===== src/rtl/serial_sub_pkg.sv =====
// Shared FSM state type and default operand width for the bit-serial subtractor.
package serial_sub_pkg;

    localparam int DEFAULT_WIDTH = 4;

    typedef enum logic [1:0] {
        IDLE,
        RUN,
        DONE
    } state_t;

endpackage


===== src/rtl/serial_subtractor_full_subtractor.sv =====
// One-bit full subtractor cell used by the serial datapath: d = a - b - bin.
module full_subtractor (
    input  logic a,
    input  logic b,
    input  logic bin,
    output logic d,
    output logic bout
);

    assign d    = a ^ b ^ bin;
    assign bout = (~a & b) | (~(a ^ b) & bin);

endmodule


===== src/rtl/serial_subtractor.sv =====
// Bit-serial subtractor, LSB first, one bit per clock; Diff = (A - B) mod 2^WIDTH.
// Optional signed-overflow flag output ovf is built when SERIAL_SUB_OVF_EN is defined.
module serial_subtractor
    import serial_sub_pkg::*;
#(
    parameter int WIDTH = DEFAULT_WIDTH
) (
    input  logic             clk,
    input  logic             rst_n,
    input  logic             start,
    input  logic [WIDTH-1:0] A,
    input  logic [WIDTH-1:0] B,
    output logic             busy,
    output logic             done,
    output logic [WIDTH-1:0] Diff,
    output logic             Bout
`ifdef SERIAL_SUB_OVF_EN
    ,
    output logic             ovf
`endif
);

    localparam int CW = (WIDTH > 1) ? $clog2(WIDTH) : 1;
    localparam logic [CW-1:0] LAST = CW'(WIDTH - 1);

    state_t           state;
    logic [WIDTH-1:0] a_sr;
    logic [WIDTH-1:0] b_sr;
    logic             borrow;
    logic [CW-1:0]    cnt;
    logic             d_bit;
    logic             b_next;

    full_subtractor u_cell (
        .a    (a_sr[0]),
        .b    (b_sr[0]),
        .bin  (borrow),
        .d    (d_bit),
        .bout (b_next)
    );

    // Difference bits are shifted into the top of the minuend register as the
    // minuend drains out of the bottom; on the last bit a_sr[0]/b_sr[0] still
    // hold the operand sign bits needed for the overflow flag.
    always_ff @(posedge clk or negedge rst_n) begin
        if (!rst_n) begin
            state  <= IDLE;
            a_sr   <= '0;
            b_sr   <= '0;
            borrow <= 1'b0;
            cnt    <= '0;
            busy   <= 1'b0;
            done   <= 1'b0;
            Diff   <= '0;
            Bout   <= 1'b0;
`ifdef SERIAL_SUB_OVF_EN
            ovf    <= 1'b0;
`endif
        end else begin
            done <= 1'b0;
            case (state)
                IDLE, DONE: begin
                    if (start) begin
                        a_sr   <= A;
                        b_sr   <= B;
                        borrow <= 1'b0;
                        cnt    <= '0;
                        busy   <= 1'b1;
                        state  <= RUN;
                    end else begin
                        state <= IDLE;
                    end
                end
                RUN: begin
                    a_sr   <= {d_bit, a_sr[WIDTH-1:1]};
                    b_sr   <= b_sr >> 1;
                    borrow <= b_next;
                    cnt    <= cnt + 1'b1;
                    if (cnt == LAST) begin
                        cnt   <= '0;
                        busy  <= 1'b0;
                        done  <= 1'b1;
                        Diff  <= {d_bit, a_sr[WIDTH-1:1]};
                        Bout  <= b_next;
`ifdef SERIAL_SUB_OVF_EN
                        ovf   <= (a_sr[0] ^ b_sr[0]) & (a_sr[0] ^ d_bit);
`endif
                        state <= DONE;
                    end
                end
                default: begin
                    busy  <= 1'b0;
                    state <= IDLE;
                end
            endcase
        end
    end

endmodule


===== config.mk =====
export PLATFORM = sky130hd
export DESIGN_NAME = serial_subtractor
export DESIGN_NICKNAME = d
export VERILOG_FILES = /design/src/rtl/serial_sub_pkg.sv /design/src/rtl/serial_subtractor_full_subtractor.sv /design/src/rtl/serial_subtractor.sv
export SDC_FILE = /design/constraint.sdc
export NUM_CORES = 1
export LEC_CHECK = 0
export ABC_AREA = 1
export CELL_PAD_IN_SITES_DETAIL_PLACEMENT = 0
export CELL_PAD_IN_SITES_GLOBAL_PLACEMENT = 1
export CORE_MARGIN = 2
export CORE_UTILIZATION = 37
export DETAILED_ROUTE_END_ITERATION = 8
export MAX_ROUTING_LAYER = met4
export PLACE_DENSITY_LB_ADDON = 0.1
export SYNTH_ARGS = -nofsm -noshare
export SYNTH_HDL_FRONTEND = slang
export SYNTH_SLANG_ARGS = --single-unit

===== constraint.sdc =====
create_clock -name clk -period 1.4 [get_ports clk]
set_input_delay 0.28 -clock clk [delete_from_list [all_inputs] [get_ports clk]]
set_output_delay 0.28 -clock clk [all_outputs]
set_load 0.005 [all_outputs]

==> results of run 1 <==
[cell type report]
type | instances | share of cell area (%)
clock buffer | 4 | 2.93
inverter | 21 | 6.76
multi-input combinational | 67 | 29.7
sequential | 20 | 40.4
tap | 30 | 3.03
timing repair buffer | 24 | 17.3
[logic make-up after synthesis]
family | count (synthesis) | synth area share (%)
simple gates | 56 | 27.5
buf+inv | 23 | 10.9
flops | 20 | 51.3
compound gates | 9 | 6.93
fa+ha+maj | 2 | 3.34
[final timing paths]
check,endpoint,slack [ns],cells past startpoint
min in group clk,Bout,0.49,2
setup reg to reg,Diff[3],0.09,4
hold / removal,Diff[1],0.30,2
setup / recovery,Diff[3],0.09,4
hold reg to reg,Bout,0.49,2
max in group asynchronous,cnt[0],0.89,2
[worst max-delay path: stages, from the launching register on]
cell	delay, ns
sky130_fd_sc_hd__dfrtp_1	0.42
sky130_fd_sc_hd__fa_1	0.56
sky130_fd_sc_hd__inv_2	0.04
sky130_fd_sc_hd__buf_4	0.12
sky130_fd_sc_hd__o21ai_2	0.11
[cell usage after synthesis]
| master | count |
|---|---|
| sky130_fd_sc_hd__nor2_1 | 1 |
| sky130_fd_sc_hd__inv_1 | 18 |
| sky130_fd_sc_hd__buf_6 | 2 |
| sky130_fd_sc_hd__inv_4 | 2 |
| sky130_fd_sc_hd__nand2_4 | 1 |
| sky130_fd_sc_hd__fa_1 | 1 |
| sky130_fd_sc_hd__ha_1 | 1 |
| sky130_fd_sc_hd__o21ai_1 | 1 |
| sky130_fd_sc_hd__nand2_8 | 1 |
| sky130_fd_sc_hd__o21ai_2 | 6 |
| sky130_fd_sc_hd__inv_2 | 1 |
| sky130_fd_sc_hd__nor2_4 | 1 |
| sky130_fd_sc_hd__nand2_1 | 34 |
| sky130_fd_sc_hd__o21ai_0 | 2 |
| sky130_fd_sc_hd__dfrtp_1 | 20 |
| sky130_fd_sc_hd__nand2_2 | 2 |
| sky130_fd_sc_hd__nand3_1 | 15 |
| sky130_fd_sc_hd__or2_2 | 1 |
[per-stage QoR]
stage / cells / hold WS (ns) / instance area, um2
final: 166 / 0.297 / 1240
after global routing: 166 / 0.322 / 1240
after CTS: 165 / 0.293 / 1230
after detailed placement: 158 / 0.465 / 1180
after global placement: 158 / 0.463 / 1180
after floorplan: 110 / -0.0156 / 975
[power by group]
part	leakage (uW)	switching, uW	internal [uW]
registers	0.000246	163	851
logic	0.000411	807	655
clock network	0.0000210	189	159
total	0.000679	1160	1660
[state kept, by name, summed over array words and instances, names as in the netlist]
| register | cells |
|---|---|
| Bout | 1 |
| borrow | 1 |
| a_sr | 4 |
| b_sr | 4 |
| busy | 1 |
| cnt | 2 |
| Diff | 4 |
| done | 1 |
| state | 2 |
[layer usage]
layer	vias up	GRT usage, %	share of wire [%]
li1	388	-	-
met1	333	19.6	52
met2	11	20.4	43
met3	2	4.22	4.3
met4	0	6.27	0.64
met5	-	-	0
[what timing repair did]
| action | CTS | global route |
|---|---|---|
| pin swaps | 0 | 1 |
| buffers inserted | 3 | 1 |
| resized for setup | 7 | 1 |
| endpoints found under the setup margin | 7 | 1 |
==> results by stage, run 1 <==
Run status:
- The flow ran to the end, and the final reports show no timing, DRC or antenna violations.

Place:
- The post-placement setup slack is 0.0705 ns.
- The half-perimeter wire length after detailed placement is 1330 um.
- The routability congestion estimate from global placement is 0.791.
- The count of input and output buffers is 17.

Clock tree:
- The clock insertion delay at the later pin of the skew report is 0.30 ns.
- The maximum level of the CTS H-tree is 1.
- In this run the clock root is driven by a sky130_fd_sc_hd__clkbuf_4.
- The number of buffers added by the clock tree synthesis step is 3.
- The CTS tree is yes.
- The number of hold buffers added after CTS is 0.
- CTS saw 20 sinks.
- The deepest clock path buffer count is 2.
- After clock tree synthesis, the clock-pin slew on the worst setup and hold paths is 0.12 ns.

Worst setup path:
- The beginning of the worst register-to-register path is a_sr[0].
- In this run the worst path has a maximum fanout of 2.
- The worst setup path is captured at a flip-flop.
- The data arrival time of the worst path is 1.55 ns.
- The timing startpoint of the critical path is a_sr[0].
- STA classifies the critical path startpoint as a flip-flop.
- The critical path class is reg -> reg.
- The required time of the worst setup path is 1.64 ns.

Pwr:
- The total power is 2820 uW.
- Across the VDD grid, the largest voltage drop is 0.00113 V.
- For this design the ratio of total power to cell area is 2280 nW/um2.
- Summed over all cells, the static leakage comes to 0.000679 uW.

Die:
- The die width is 55.3 um.
- The floorplan has 18 rows.
- The full die area is 3060 um2.
- The initial utilization of the core area, before any placement, comes to 39.3%.
- The die is 55.3 um tall.
- In this run the count of I/O pins placed on the die edge is 18.
- The core region is 2480 um2.

Synthesis:
- Counting flops and latches in the post-synthesis netlist gives 20.
- The Yosys step of the flow raised 0 warnings.
- The cell type contributing the most total cell area after synthesis is sky130_fd_sc_hd__dfrtp_1.
- The count of unique library cells instantiated by Yosys is 18.
- The share of synthesized area in the top cell type comes to 51.3%.
- The mapped netlist covers 975 um2.
- In this run the mean area of a mapped cell was 8.86 um2.
- When the netlist entered floorplanning its net count stood at 123.
- Sequential cells were found to cover 51.3% of the synthesized design area.
- Synthesis produced 110 cells.
- Yosys attributes the largest share of cell area to sky130_fd_sc_hd__dfrtp_1 51%, sky130_fd_sc_hd__nand2_1 13%, sky130_fd_sc_hd__nand3_1 7.7%.

STA:
- Adding up every negative setup slack in the final design gives 0 ns.
- The number of pins with negative max-slew slack in the final report is 0.
- The pin slew with the least headroom to its limit is 0.292 ns.
- Across the routed clock network, the largest skew measured is 0.00498 ns.
- The worst path needs 1.31 ns of the cycle, external delays included.
- The final setup violation count is 0.
- Setup repair after global routing left no endpoint under its margin.
- Headroom to the max-slew limit came out at 80.5%.
- Timing would allow up to 0.764 GHz.
- The portion of the clock cycle consumed by the worst path in the final layout is 93.5%.
- The smallest setup slack after layout is 0.0903 ns.
- The count of final hold-check violations is 0.

Global route:
- The first global-routing pass estimated 3370 um of wire.
- The overflow left after global routing is 0.
- The via count of the first global-routing pass came to 735.
- The initial antenna violation count is 0.
- Entering global routing, the biggest net connects 21 pins.
- For this run, the total global-route usage over all layers was measured as 14.6%.

Routing:
- The per-cell routed wire length is 11.2 um.
- The ratio of routed vias to standard cells is 4.42.
- In this run the remaining antenna-violating nets after routing total 0.
- The final route contains 734 vias.
- In this run, the number of DRC markers left after iteration 0 of detailed routing was 19.
- For this run, design rule violations remaining after detail routing come to 0.
- The sum of routed wire length over all layers is 1860 um.
- The first-pass detailed-route iteration total is 3.

Final layout:
- From synthesis to final layout, the design area changed by 27.2%.
- Registers take 500 um2.
- The number of nets in the final layout is 150.
- The count of filler cells inserted in the layout is 259.
- The core occupancy in the finished layout is 50.1%.
- Leaving out fill and tap cells, the most frequent cell in the layout is sky130_fd_sc_hd__nand2_1.
- The share of layout cells above drive strength 1 is 19.9%.
- 0 antenna diodes ended up in the layout.
- Summing all multi-input logic gate instances after layout gives 368 um2.
- In the layout the commonest cells are 34 x sky130_fd_sc_hd__nand2_1, 20 x sky130_fd_sc_hd__dfrtp_1, 17 x sky130_fd_sc_hd__inv_1, 15 x sky130_fd_sc_hd__nand3_1, 10 x sky130_fd_sc_hd__clkdlybuf4s50_1.

Worst hold path:
- The path class of the tightest hold or removal check is in -> async.

Flow run:
- The number of maximum-capacitance constraint violations is 0.
Note: power is estimated with default switching activity, not from simulation.
==> run 2: changes to the inputs <==
--- a/config.mk
+++ b/config.mk
@@ -12,7 +12,7 @@
 export CORE_UTILIZATION = 37
 export DETAILED_ROUTE_END_ITERATION = 8
 export MAX_ROUTING_LAYER = met4
-export PLACE_DENSITY_LB_ADDON = 0.1
+export PLACE_DENSITY = 0.88
 export SYNTH_ARGS = -nofsm -noshare
 export SYNTH_HDL_FRONTEND = slang
 export SYNTH_SLANG_ARGS = --single-unit
==> run 2 against run 1 <==
Compared with the run above: worst hold slack better by 0.010 ns; routed wire length decreased by 6.3%; critical endpoint is now a_sr[3]; combinational power down 9%; maximum frequency shrank 0.70%.
==> results by stage, run 2 (synthesis results as in run 1) <==
Run status:
- The run finished with clean final reports.

Clock tree:
- In this run the clock root is driven by a sky130_fd_sc_hd__clkbuf_4.
- The clock insertion delay at the later pin of the skew report is 0.29 ns.
- The number of hold buffers added after CTS is 0.
- Clock-pin slew was measured on the worst setup and hold paths at 0.11 ns.
- CTS built an H-tree with a depth of 1.
- The total setup buffers inserted after CTS is 0.
- The number of clock sinks is 20.
- The CTS tree is yes.
- The number of buffers added by the clock tree synthesis step is 3.
- No sink is reached through more buffers than the 2 on the longest clock path.

Worst hold path:
- The path class of the tightest hold or removal check is in -> async.

Final layout:
- The finished layout holds 161 standard cells, fillers aside.
- Once layout is complete, the utilization of the core stands at 48.5%.
- The share of layout cells above drive strength 1 is 16.8%.
- The largest registers in the layout are Diff: 4 flops, a_sr: 4 flops, b_sr: 4 flops.
- Leaving out fill and tap cells, the most frequent cells in the layout are 34 x sky130_fd_sc_hd__nand2_1, 20 x sky130_fd_sc_hd__dfrtp_1, 17 x sky130_fd_sc_hd__inv_1, 15 x sky130_fd_sc_hd__nand3_1, 10 x sky130_fd_sc_hd__clkdlybuf4s50_1.
- The final layout contains 145 nets.
- Relative to the synthesized area, the layout overhead comes to 23.4%.
- After filler insertion, the fill cell instance count of the layout stands at 255.
- The library cell used most frequently in the layout, excluding fill and tap cells, is sky130_fd_sc_hd__nand2_1.
- The number of antenna diodes in the final layout is 0.

Pwr:
- After layout, the design draws a total of 2660 uW.
- The cell leakage power is 0.000654 uW.
- The worst supply voltage drop on vdd is 0.00116 V.
- The power density over the cells is 2210 nW/um2.

Global route:
- Summed over all layers, the global routing overflow is 0.
- In the global route stage, overall resource usage came out at 13.6%.
- Entering global routing, the biggest net connects 21 pins.
- The initial antenna violation count came to 0.
- The first-pass GRT wire length is 3160 um.
- The via count of the first global-routing pass is 735.

Place:
- The half-perimeter wire length after detailed placement is 1300 um.
- At the end of routability-driven placement, the weighted congestion stood at 0.768.
- The count of input and output buffers is 17.
- The total placed cells including tap cells is 157.

Die:
- The die outline height is 55.3 um.
- Row generation in the floorplan step produced 18 rows.
- Once the floorplan was initialized, standard cells occupied 39.3% of the core.
- The die width is 55.3 um.
- The floorplan step defined a die boundary enclosing 3060 um2.
- The core area is 2480 um2.
- The count of boundary I/O pins is 18.

Worst setup path:
- The critical path is of the reg -> reg type.
- In this design, the stage delay of the slowest critical-path cell is 0.47 ns.
- The number of cells on the worst reg-to-reg path is 6.
- The number of buffers and inverters on the critical path is 2.
- Broken down by cell family, the worst path's largest delay share belongs to adder cells.
- Data on the critical path is required at its endpoint by 1.60 ns.
- The startpoint kind of the worst setup timing path is a flip-flop.
- STA classifies the critical path endpoint as a flip-flop.
- The signal on the critical path passes through inv_1 > fa_1 > inv_1 > nand3_1 > nand3_1 > nand2_1.
- STA puts the critical path data arrival time at 1.52 ns.
- The slowest stage of the critical path belongs to the cell sky130_fd_sc_hd__fa_1.
- The critical path depth in cells is 6.
- The largest fanout on the critical path is 2.

STA:
- The achievable frequency is 0.758 GHz.
- The count of final hold-check violations is 0.
- On the final layout, the worst clock skew is 0.000637 ns.
- The number of pins with negative max-slew slack in the final report is 0.
- For the pin with the worst max-slew slack, the measured transition is 0.293 ns.
- The final critical-path required period is 1.32 ns.
- The remaining max-slew budget at the tightest pin is 80.4%.
- Setup violations remaining at the end of the flow were counted as 0.
- The portion of the clock cycle consumed by the worst path in the final layout is 94.2%.
- The summed negative setup slack over all endpoints is 0 ns.
- Setup repair after global routing left no endpoint under its margin.

Routing:
- The remaining antenna violation count after routing is 0.
- The first-pass detailed-route iteration total is 4.
- The DRC violation count after routing is 0.
- The DRC violation total after the first TritonRoute iteration is 7.
- The sum of routed wire length over all layers is 1750 um.
- The ratio of routed vias to standard cells is 4.68.
- The final route contains 753 vias.
- After detailed routing, the average wire length per cell comes to 10.8 um.

Flow run:
- The number of maximum-capacitance constraint violations is 0.
## run 2: metal layers
metal | GRT usage [%] | part of all wire, %
met1 | 16.2 | 46
met4 | 8.36 | 2.9
met5 | - | 0
met3 | 2.11 | 3.9
met2 | 21.4 | 47
## run 2: cell type report
class	instances	area (um2)	share of cell area [%]
tap	30	37.5	3.12
clock buffer	4	36.3	3.02
sequential	20	500	41.6
timing repair buffer	19	176	14.7
inverter	21	83.8	6.97
multi-input combinational	67	368	30.6
## run 2: worst paths after layout
| check | startpoint | to | slack [ns] |
|---|---|---|---|
| min reg2reg | busy | busy | 0.48 |
| min | rst_n | busy | 0.31 |
| max in group asynchronous | rst_n | borrow | 0.88 |
| min in group clk | busy | busy | 0.48 |
| max | b_sr[0] | a_sr[3] | 0.08 |
| max reg2reg | b_sr[0] | a_sr[3] | 0.08 |
## run 2: what timing repair did
| action | 4_1_cts | 5_1_grt |
|---|---|---|
| gates resized for setup | 7 | 1 |
| endpoints found under the setup margin | 7 | 1 |
| hold endpoints to repair | 0 | 0 |
## run 2: through the flow
stage | setup slack (ns) | cell area [um2] | hold WS, ns
after floorplan | 0.163 | 975 | -0.0156
after CTS | 0.0711 | 1200 | 0.312
after global routing | 0.0111 | 1200 | 0.322
after detailed placement | 0.0681 | 1170 | 0.465
after global placement | 0.100 | 1170 | 0.459
final | 0.0811 | 1200 | 0.307
## run 2: power breakdown
group / switching [uW] / internal [uW]
sequential: 148 / 851
combinational: 790 / 539
clock: 171 / 158
total: 1110 / 1550
